### src/rtl/fp_pkg.sv
// fp_pkg: shared widths, state encoding and IEEE-754 single-precision constants
package fp_pkg;
   localparam int MAN_W = 24;
   localparam int EXP_W = 8;
   localparam logic [EXP_W-1:0] EXP_MAX = '1;
   localparam logic [31:0] POS_INF = 32'h7F800000;
   localparam logic [31:0] NEG_INF = 32'hFF800000;
   typedef enum logic [1:0] {IDLE, NORM, DONE} state_t;
endpackage

### src/rtl/fp_pack.sv
// fp_pack: combinational {sign, exp, frac} assembler with inf/zero override
module fp_pack #(
   parameter int EXP_W  = 8,
   parameter int FRAC_W = 23
) (
   input  logic                    sign_i,
   input  logic [EXP_W-1:0]        exp_i,
   input  logic [FRAC_W-1:0]       frac_i,
   input  logic                    inf_i,
   input  logic                    zero_i,
   output logic [EXP_W+FRAC_W:0]   y_o
);
   always_comb
      y_o = inf_i  ? {sign_i, {EXP_W{1'b1}}, {FRAC_W{1'b0}}} :
            zero_i ? {sign_i, {(EXP_W+FRAC_W){1'b0}}} :
                     {sign_i, exp_i, frac_i};
endmodule

### src/rtl/fp_norm_pack.sv
// fp_norm_pack: iterative left-shift normaliser with flush-to-zero, packing to IEEE-754
module fp_norm_pack #(
   parameter int MAN_W = fp_pkg::MAN_W,
   parameter int EXP_W = fp_pkg::EXP_W,
   parameter int SH_W  = 5
) (
   input  logic                   CLK,
   input  logic                   RST,
   input  logic [MAN_W-1:0]       Z1,
   input  logic [EXP_W-1:0]       ZE1,
   input  logic                   ZS1,
   input  logic                   E1,
   input  logic                   in_valid,
   output logic                   in_ready,
   output logic [EXP_W+MAN_W-1:0] Y,
   output logic                   out_valid,
   input  logic                   out_ready,
   output logic                   zero_o,
   output logic                   inf_o,
   output logic [SH_W-1:0]        shifts_o
);
   import fp_pkg::*;
   state_t state_q, state_d;
   logic [MAN_W-1:0] zr_q, zr_d;
   logic [EXP_W-1:0] er_q, er_d;
   logic sr_q, sr_d, zero_q, zero_d, inf_q, inf_d;
   logic [SH_W-1:0] cnt_q, cnt_d;
   logic [EXP_W+MAN_W-1:0] y_q, y_d, p_y;
   logic idle, p_sign, p_inf, p_zero;
   logic [EXP_W-1:0] p_exp;
   logic [MAN_W-2:0] p_frac;
   // The packer sees the raw inputs in IDLE and the working registers in NORM
   assign idle   = state_q == IDLE;
   assign p_sign = idle ? ZS1 : sr_q;
   assign p_exp  = idle ? ZE1 : er_q;
   assign p_frac = idle ? Z1[MAN_W-2:0] : zr_q[MAN_W-2:0];
   assign p_inf  = idle & E1;
   assign p_zero = idle ? (!E1 && (Z1 == '0 || ZE1 == '0)) : !zr_q[MAN_W-1];
   fp_pack #(.EXP_W(EXP_W), .FRAC_W(MAN_W-1)) u_pack (
      .sign_i(p_sign), .exp_i(p_exp), .frac_i(p_frac),
      .inf_i(p_inf), .zero_i(p_zero), .y_o(p_y)
   );
   always_comb begin
      state_d = state_q;
      zr_d    = zr_q;
      er_d    = er_q;
      sr_d    = sr_q;
      cnt_d   = cnt_q;
      y_d     = y_q;
      zero_d  = zero_q;
      inf_d   = inf_q;
      case (state_q)
         IDLE: if (in_valid) begin
            zr_d  = Z1;
            er_d  = ZE1;
            sr_d  = ZS1;
            cnt_d = '0;
            if (E1 || Z1 == '0 || ZE1 == '0 || Z1[MAN_W-1]) begin
               state_d = DONE;
               y_d     = p_y;
               zero_d  = p_zero;
               inf_d   = E1;
            end else begin
               state_d = NORM;
            end
         end
         NORM: if (zr_q[MAN_W-1] || er_q[EXP_W-1:1] == '0) begin
            state_d = DONE;
            y_d     = p_y;
            zero_d  = !zr_q[MAN_W-1];
            inf_d   = 1'b0;
         end else begin
            zr_d  = zr_q << 1;
            er_d  = er_q - 1'b1;
            cnt_d = cnt_q + 1'b1;
         end
         DONE: state_d = out_ready ? IDLE : DONE;
         default: state_d = IDLE;
      endcase
   end
   always_ff @(posedge CLK) begin
      if (RST) begin
         state_q <= IDLE;
         zr_q    <= '0;
         er_q    <= '0;
         sr_q    <= 1'b0;
         cnt_q   <= '0;
         y_q     <= '0;
         zero_q  <= 1'b0;
         inf_q   <= 1'b0;
      end else begin
         state_q <= state_d;
         zr_q    <= zr_d;
         er_q    <= er_d;
         sr_q    <= sr_d;
         cnt_q   <= cnt_d;
         y_q     <= y_d;
         zero_q  <= zero_d;
         inf_q   <= inf_d;
      end
   end
   assign in_ready  = idle;
   assign out_valid = state_q == DONE;
   assign Y         = y_q;
   assign zero_o    = zero_q;
   assign inf_o     = inf_q;
   assign shifts_o  = cnt_q;
endmodule

### config.mk
export PLATFORM = sky130hd
export DESIGN_NAME = fp_norm_pack
export DESIGN_NICKNAME = d
export VERILOG_FILES = /design/src/rtl/fp_pkg.sv /design/src/rtl/fp_pack.sv /design/src/rtl/fp_norm_pack.sv
export SDC_FILE = /design/constraint.sdc
export NUM_CORES = 1
export LEC_CHECK = 0
export ABC_AREA = 1
export BUFFER_PORTS_ARGS = -buffer_cell sky130_fd_sc_hd__buf_2
export CAP_MARGIN = 10
export CORE_UTILIZATION = 40
export CTS_CLUSTER_SIZE = 20
export DETAILED_ROUTE_END_ITERATION = 10
export SYNTH_ARGS = -nofsm -noshare
export SYNTH_HDL_FRONTEND = slang
export SYNTH_SLANG_ARGS = --single-unit
### constraint.sdc
create_clock -name CLK -period 1.7 [get_ports CLK]
set_clock_uncertainty 0.05 [all_clocks]
set_input_delay 0.085 -clock CLK [delete_from_list [all_inputs] [get_ports CLK]]
set_output_delay 0.085 -clock CLK [all_outputs]
set_load 0.01 [all_outputs]
==> metrics.txt, run 1 <==
diode count 0; worst-margin pin slew 0.3110 ns; # setup viols final 1; die width 97.28 um; Reg2Reg Depth 11; sequential fraction of the synthesis area 40.80%; global placer's final weighted congestion 0.8888; number of global-route vias before repair around 3800; PD cells 1058 mW/mm^2; initial antenna violation count 0; most frequent cells in the layout 171 x nand2_1, 78 x buf_2, 70 x dfxtp_1, 52 x nor2_1, 46 x o21ai_0; Psw between 0.0015 and 0.002 W; max_cap viols 0; Synth cell types 30; Internal Power roughly 0.0036 W; number of fill cells 871; Pre-antenna DRT Iters 5; Detail Placement HPWL slightly below 7000 um; WHS Endpoint sr_q$_SDFFE_PP0P_; Vias about 3900; Total Power 0.005324 W; Setup crit start kind register; Via density ~5; remaining global-route overflow 0; Final Cell Area around 0.0050 mm^2; LEAKAGE 2.327 nW; reg-to-reg endpoint Y[31]$_SDFFE_PP0P_; Hold Slack between 0.003 and 0.004 ns; HP Class primary input to register; Final Hold Viols 0; Critical Path Sink Type register; die height about 100 um; CTS tree built; first-pass GRT wire length between 15000 and 20000 um; FF-to-FF Start state_q[0]$_SDFFE_PP0P_; Clk pwr share a little under a third; Final Core Density a little under three fifths; Netlist Area Pre-Place between 0.003 and 0.004 mm^2; Std-Cell Core Area 0.008763 mm^2; Mapped Nets a little under 600; effective utilization at floorplan between 40% and 50%; I/O pin cnt roughly 80; clock buffer count from CTS 9; Post-route DRC 0; relative slew slack 79.05%; YS warnings 0; FMAX between 500 and 600 MHz; Synth Register Bits between 70 and 80; Sinks on Clock Net 74; GR Layer Usage met3 2.806%; GR Util met2 between 30% and 40%; ANT nets after route 0; GRT Total Usage about a quarter; leading cell type in the layout, fill and taps excluded nand2_1; Mean Syn Cell Area 6.675 um^2; Avg WL per Cell between 10 and 15 um; Reg power frac 38.7%; failing checks negative setup slack; GRT busiest layer met2; Total Wirelength around 11000 um; Layout area overhead 38.56%; number of I/O port buffers 78; final net count 700; Comb power frac between 20% and 30%; Worst-Skew Late Latency ~0.35 ns; status finished, violations left; final period utilization 100.7%; WHS Path Cells 3; DIE AREA between 0.009 and 0.01 mm^2; VDD IR max ~400 uV; worst hold path startpoint ZS1; GR Util met1 between 30% and 40%; DRT iter0 DRCs slightly below 300; switching share of total power about 32%; proportion of layout cells with a drive suffix above 1 between 20% and 30%; clock period minus worst slack 1.713 ns; synthesized netlist cell count 544; slack of the critical path -0.01254 ns; critical path type register to register; pin count of the biggest net entering global routing 33; setup TNS -0.01254 ns; RSZ-0062 raised after global routing true; reg-to-reg setup timing slack -0.01 ns; WP data arrival 1.91 ns; Placed Area 0.004264 mm^2; worst endpoint required time around 1.9 ns; CP max FO 11; CTS Root Cell clkbuf_8; # H-tree levels 3; CTS max path bufs 2; Clock transition at path regs 0.08 ns; Final Slew Violations 0; FP Rows 34
==> layout make-up <==
class / count / area, um^2 / area share [%]
Inverter: 33 / 126.4 / 2.512
Timing Repair Buffer: 138 / 1096 / 21.79
Tap cell: 108 / 135.1 / 2.686
Multi-Input combinational cell: 404 / 1941 / 38.57
Sequential cell: 74 / 1491 / 29.64
Clock buffer: 10 / 127.6 / 2.537
Clock inverter: 6 / 113.9 / 2.263
==> critical path, cell delays in order, from the launching register on <==
cell and delay (ns):
dfxtp_2 0.36, nor2_4 0.14, nand2_1 0.10, nor2_1 0.12, nand3_2 0.12, nand2_4 0.14
inv_4 0.06, buf_12 0.14, buf_12 0.14, buf_12 0.12, nor2_1 0.07, nor2_1 0.05
==> Yosys cell counts (all sizes together) <==
library cell / instances / area (um^2)
a211oi: 1 / 7.510
nor3: 3 / 15.01
nor4: 1 / 6.260
or2: 2 / 12.52
a31oi: 26 / 162.7
clkbuf: 19 / 71.32
nand3: 28 / 140.1
a22o: 9 / 78.83
nor2: 62 / 255.3
nand2: 178 / 680.7
o21ai: 48 / 244.0
inv: 33 / 126.4
nand4: 4 / 25.02
ha: 2 / 25.02
xor2: 3 / 26.28
buf: 14 / 85.08
a21boi: 1 / 7.510
a21oi: 36 / 180.2
dfxtp: 74 / 1481
==> per-stage QoR <==
step                      setup WS (ns)  cells
after floorplan                  0.1734    544
after global placement          0.03047    720
after detailed placement       -0.02845    720
after CTS                      0.003035    766
after global routing            -0.1017    773
final                          -0.01254    773
==> worst max-delay path by stage <==
stage,start,to,cells past startpoint,slack [ns]
6_report,state_q[0]$_SDFFE_PP0P_,Y[31]$_SDFFE_PP0P_,11,-0.01
4_1_cts,Z1[3],Y[22]$_SDFFE_PP0P_,12,0.003
3_5_place_dp,er_q[1]$_SDFFE_PP0P_,Y[22]$_SDFFE_PP0P_,10,-0.03
2_1_floorplan,er_q[3]$_SDFFE_PP0P_,Y[17]$_SDFFE_PP0P_,10,0.17
5_1_grt,state_q[0]$_SDFFE_PP0P_,Y[31]$_SDFFE_PP0P_,11,-0.10
3_3_place_gp,er_q[1]$_SDFFE_PP0P_,Y[12]$_SDFFE_PP0P_,10,0.03
==> state kept, by name, indices dropped and copies added, names as in the netlist <==
name / count
zr_q: 24
shifts_o: 5
state_q: 2
er_q: 8
sr_q: 1
inf_o: 1
Y: 32
zero_o: 1
==> logic make-up after synthesis <==
kind of cell,count (synthesis),share of synthesized area [%]
flip-flops,74,40.80
buffers and inverters,66,7.788
AND/OR/NAND/NOR,278,31.25
XOR/XNOR,3,0.7238
AO/OA/AOI/OAI,121,18.75
adder cells (fa/ha/maj),2,0.6891
==> per-layer routing <==
| layer | share of wire, % | routed length [um] |
|---|---|---|
| met1 | 45 | 5075 |
| met2 | 47 | 5368 |
| met3 | 6.7 | 757 |
| met4 | 1.1 | 129 |
| met5 | 0 | 0 |
==> power groups by stage <==
stage                     combinational (W)  sequential [W]  clock (W)
final                               0.00158         0.00206    0.00168
after global routing                0.00174         0.00209    0.00179
after CTS                           0.00142         0.00205    0.00172
after detailed placement            0.00132         0.00209          0
after global placement              0.00131         0.00208          0
after floorplan                    0.000796         0.00211          0
==> timing repair <==
item,in CTS,in global routing
cloned,1,2
buffers inserted,0,5
hold endpoints to repair,29,0
pin swaps,1,6
setup endpoints to repair,19,64
gates resized for setup,4,27
hold buffers,29,0
Power figures use the tool's default switching activity.
==> run 2, diff against run 1 <==
- REMOVE_ABC_BUFFERS: not set -> 1
- clock period: 1.7 -> 2.03 ns (I/O delays scaled with it)
==> metrics.txt, run 2 (synthesized netlist as in run 1, its figures left out) <==
status complete, no violations (was finished, violations left); GRT Total Usage 21.56% (was 23.85%); leading cell type in the layout, fill and taps excluded nand2_1 (unchanged); HP Class primary input to register (unchanged); pin count of the biggest net entering global routing 39 (was 33); most frequent cells in the layout 175 x nand2_1, 78 x buf_2, 74 x dfxtp_1, 57 x nor2_1, 46 x o21ai_0 (was 171 x nand2_1, 78 x buf_2, 70 x dfxtp_1, 52 x nor2_1, 46 x o21ai_0); FF+latch area 0.001481 mm^2 (was 0.001491 mm^2); Buffers & Inverters on Critical Path 3 (was 4); max_cap viols 0 (unchanged); clock period minus worst slack 1.821 ns (was 1.713 ns); critical path type register to register (unchanged); diode count 0 (unchanged); Clock transition at path regs 0.08 ns (about the same); die width 97.28 um (unchanged); # H-tree levels 3 (unchanged); Sinks on Clock Net 74 (unchanged); crit path to zr_q[10]$_SDFFE_PP0P_ (was Y[31]$_SDFFE_PP0P_); Largest register FFs 32 (unchanged); Via density 5.079 (was 5.109); PD cells 851.2 mW/mm^2 (was 1058 mW/mm^2); Post-route DRC 0 (unchanged); I/O pin cnt 79 (unchanged); worst-margin pin slew 0.8809 ns (was 0.3110 ns); Total Wirelength 9784 um (was 11330 um); initial antenna violation count 0 (unchanged); post-place setup slack 0.05527 ns (was -0.02845 ns); Std-Cell Core Area 0.008763 mm^2 (unchanged); CTS tree built (unchanged); Clk pwr share 28.7% (was 31.6%); Psw 0.001303 W (was 0.001725 W); FF-to-FF Start state_q[0]$_SDFFE_PP0P_ (unchanged); global placer's final weighted congestion 0.8538 (was 0.8888); effective utilization at floorplan 41.43% (unchanged); Internal Power 0.002566 W (was 0.003599 W); CP top delay family simple AND/OR/NAND/NOR gates (unchanged); number of global-route vias before repair 3659 (was 3762); relative slew slack 41.21% (was 79.05%); Avg WL per Cell 13.08 um (was 14.66 um); reg-to-reg setup timing slack 0.21 ns (was -0.01 ns); LEAKAGE 2.127 nW (was 2.327 nW); die height 97.28 um (unchanged); Final Slew Violations 0 (unchanged); Worst-Skew Late Latency 0.34 ns (was 0.35 ns); Levels on crit path 8 (was 11); FMAX 549.3 MHz (was 583.9 MHz); critical path's slowest cell dfxtp_1 (was dfxtp_2); peak per-stage delay on the critical path 0.36 ns (about the same); RSZ-0062 raised after global routing false (was true); Total Power 0.003869 W (was 0.005324 W); final period utilization 89.68% (was 100.7%); final net count 676 (was 700); worst endpoint required time 2.25 ns (was 1.90 ns); Reg2Reg Depth 8 (was 11); number of fill cells 926 (was 871); WP data arrival 2.04 ns (was 1.91 ns); Setup crit start kind register (unchanged); Detail Placement HPWL 6516 um (was 6942 um); Layout area overhead 25.19% (was 38.56%); number of I/O port buffers 78 (unchanged); setup TNS 0 ns (was -0.01254 ns); switching share of total power 33.68% (was 32.40%); Pre-antenna DRT Iters 4 (was 5); most frequent cell on the critical path inv_2; CP max FO 33 (was 11); WHS Path Cells 3 (unchanged); CTS Root Cell clkbuf_8 (unchanged); Critical Path Sink Type register (unchanged); remaining global-route overflow 0 (unchanged); DRT iter0 DRCs 127 (was 292); VDD IR max 368.2 uV (was 400.6 uV); crit-path cells nor2_4 > inv_2 > nor2_2 > inv_2 > nand2_2 > buf_6 > o21ai_0 > a31oi_1 (was nor2_4 > nand2_1 > nor2_1 > nand3_2 > nand2_4 > inv_4 > buf_12 > buf_12 > buf_12 > nor2_1 > nor2_1); DIE AREA 0.009462 mm^2 (unchanged); first-pass GRT wire length 16700 um (was 18390 um); # setup viols final 0 (was 1); proportion of layout cells with a drive suffix above 1 19.06% (was 23.61%); reg-to-reg endpoint zr_q[10]$_SDFFE_PP0P_ (was Y[31]$_SDFFE_PP0P_); Final Hold Viols 0 (unchanged); slack of the critical path 0.2095 ns (was -0.01254 ns); Critical Path Source state_q[0]$_SDFFE_PP0P_ (unchanged); ANT nets after route 0 (unchanged); Reg power frac 44.4% (was 38.7%); Comb power frac 26.9% (was 29.7%); Vias 3799 (was 3949); clock buffer count from CTS 9 (unchanged); FP Rows 34 (unchanged); area of the multi-input gates 0.001876 mm^2 (was 0.001941 mm^2); CTS max path bufs 2 (unchanged)
run 2: worst min path at each step:
stage            from                    to  slack (ns)
6_report        Z1[4]  zr_q[4]$_SDFFE_PP0P_        0.01
5_1_grt        ZE1[6]  er_q[6]$_SDFFE_PP0P_        0.01
4_1_cts        ZE1[6]  er_q[6]$_SDFFE_PP0P_      0.0003
3_5_place_dp    Z1[0]  zr_q[0]$_SDFFE_PP0P_        0.34
3_3_place_gp    Z1[0]  zr_q[0]$_SDFFE_PP0P_        0.33
2_1_floorplan     RST     Y[0]$_SDFFE_PP0P_        0.12
run 2: cell type report:
type | instances | share of cell area, %
Clock buffer | 10 | 2.808
Clock inverter | 5 | 1.239
Inverter | 33 | 2.890
Multi-Input combinational cell | 404 | 41.26
Sequential cell | 74 | 32.59
Tap cell | 108 | 2.973
Timing Repair Buffer | 114 | 16.24
run 2: metrics by stage:
stage          area (um^2)  std cells  utilization [%]  hold WS, ns
6_report              4546        748            51.87      0.01164
5_1_grt               4546        748            51.87      0.01327
4_1_cts               4521        747            51.58    0.0003187
3_5_place_dp          4106        709            46.86       0.3379
3_3_place_gp          4106        709            46.86       0.3328
2_1_floorplan         3475        511                -       0.1206
run 2: worst min-delay path: stages:
cell     delay, ns
buf_2         0.12
nand2_1       0.06
a31oi_1       0.08
run 2: routing by layer:
layer	track usage, %	routed length [um]	part of all wire, %
met5	0	0	0
met4	8.032	198	2.0
met3	3.022	457	4.7
met2	37.22	4599	47
met1	27.33	4528	46
run 2: power by group through the flow:
stage          Combinational, W  Sequential (W)  Clock [W]
2_1_floorplan          0.000593         0.00177          0
3_3_place_gp           0.000985         0.00174          0
3_5_place_dp           0.000999         0.00175          0
4_1_cts                 0.00104         0.00172    0.00114
5_1_grt                 0.00118         0.00174    0.00119
6_report                0.00104         0.00172    0.00111
run 2: timing repair:
| action | in CTS | in global routing |
|---|---|---|
| resized for setup | 0 | 5 |
| hold buffers | 23 | 0 |
| setup buffers | 0 | 1 |
| hold endpoints to repair | 23 | 0 |
| setup endpoints to repair | 0 | 64 |
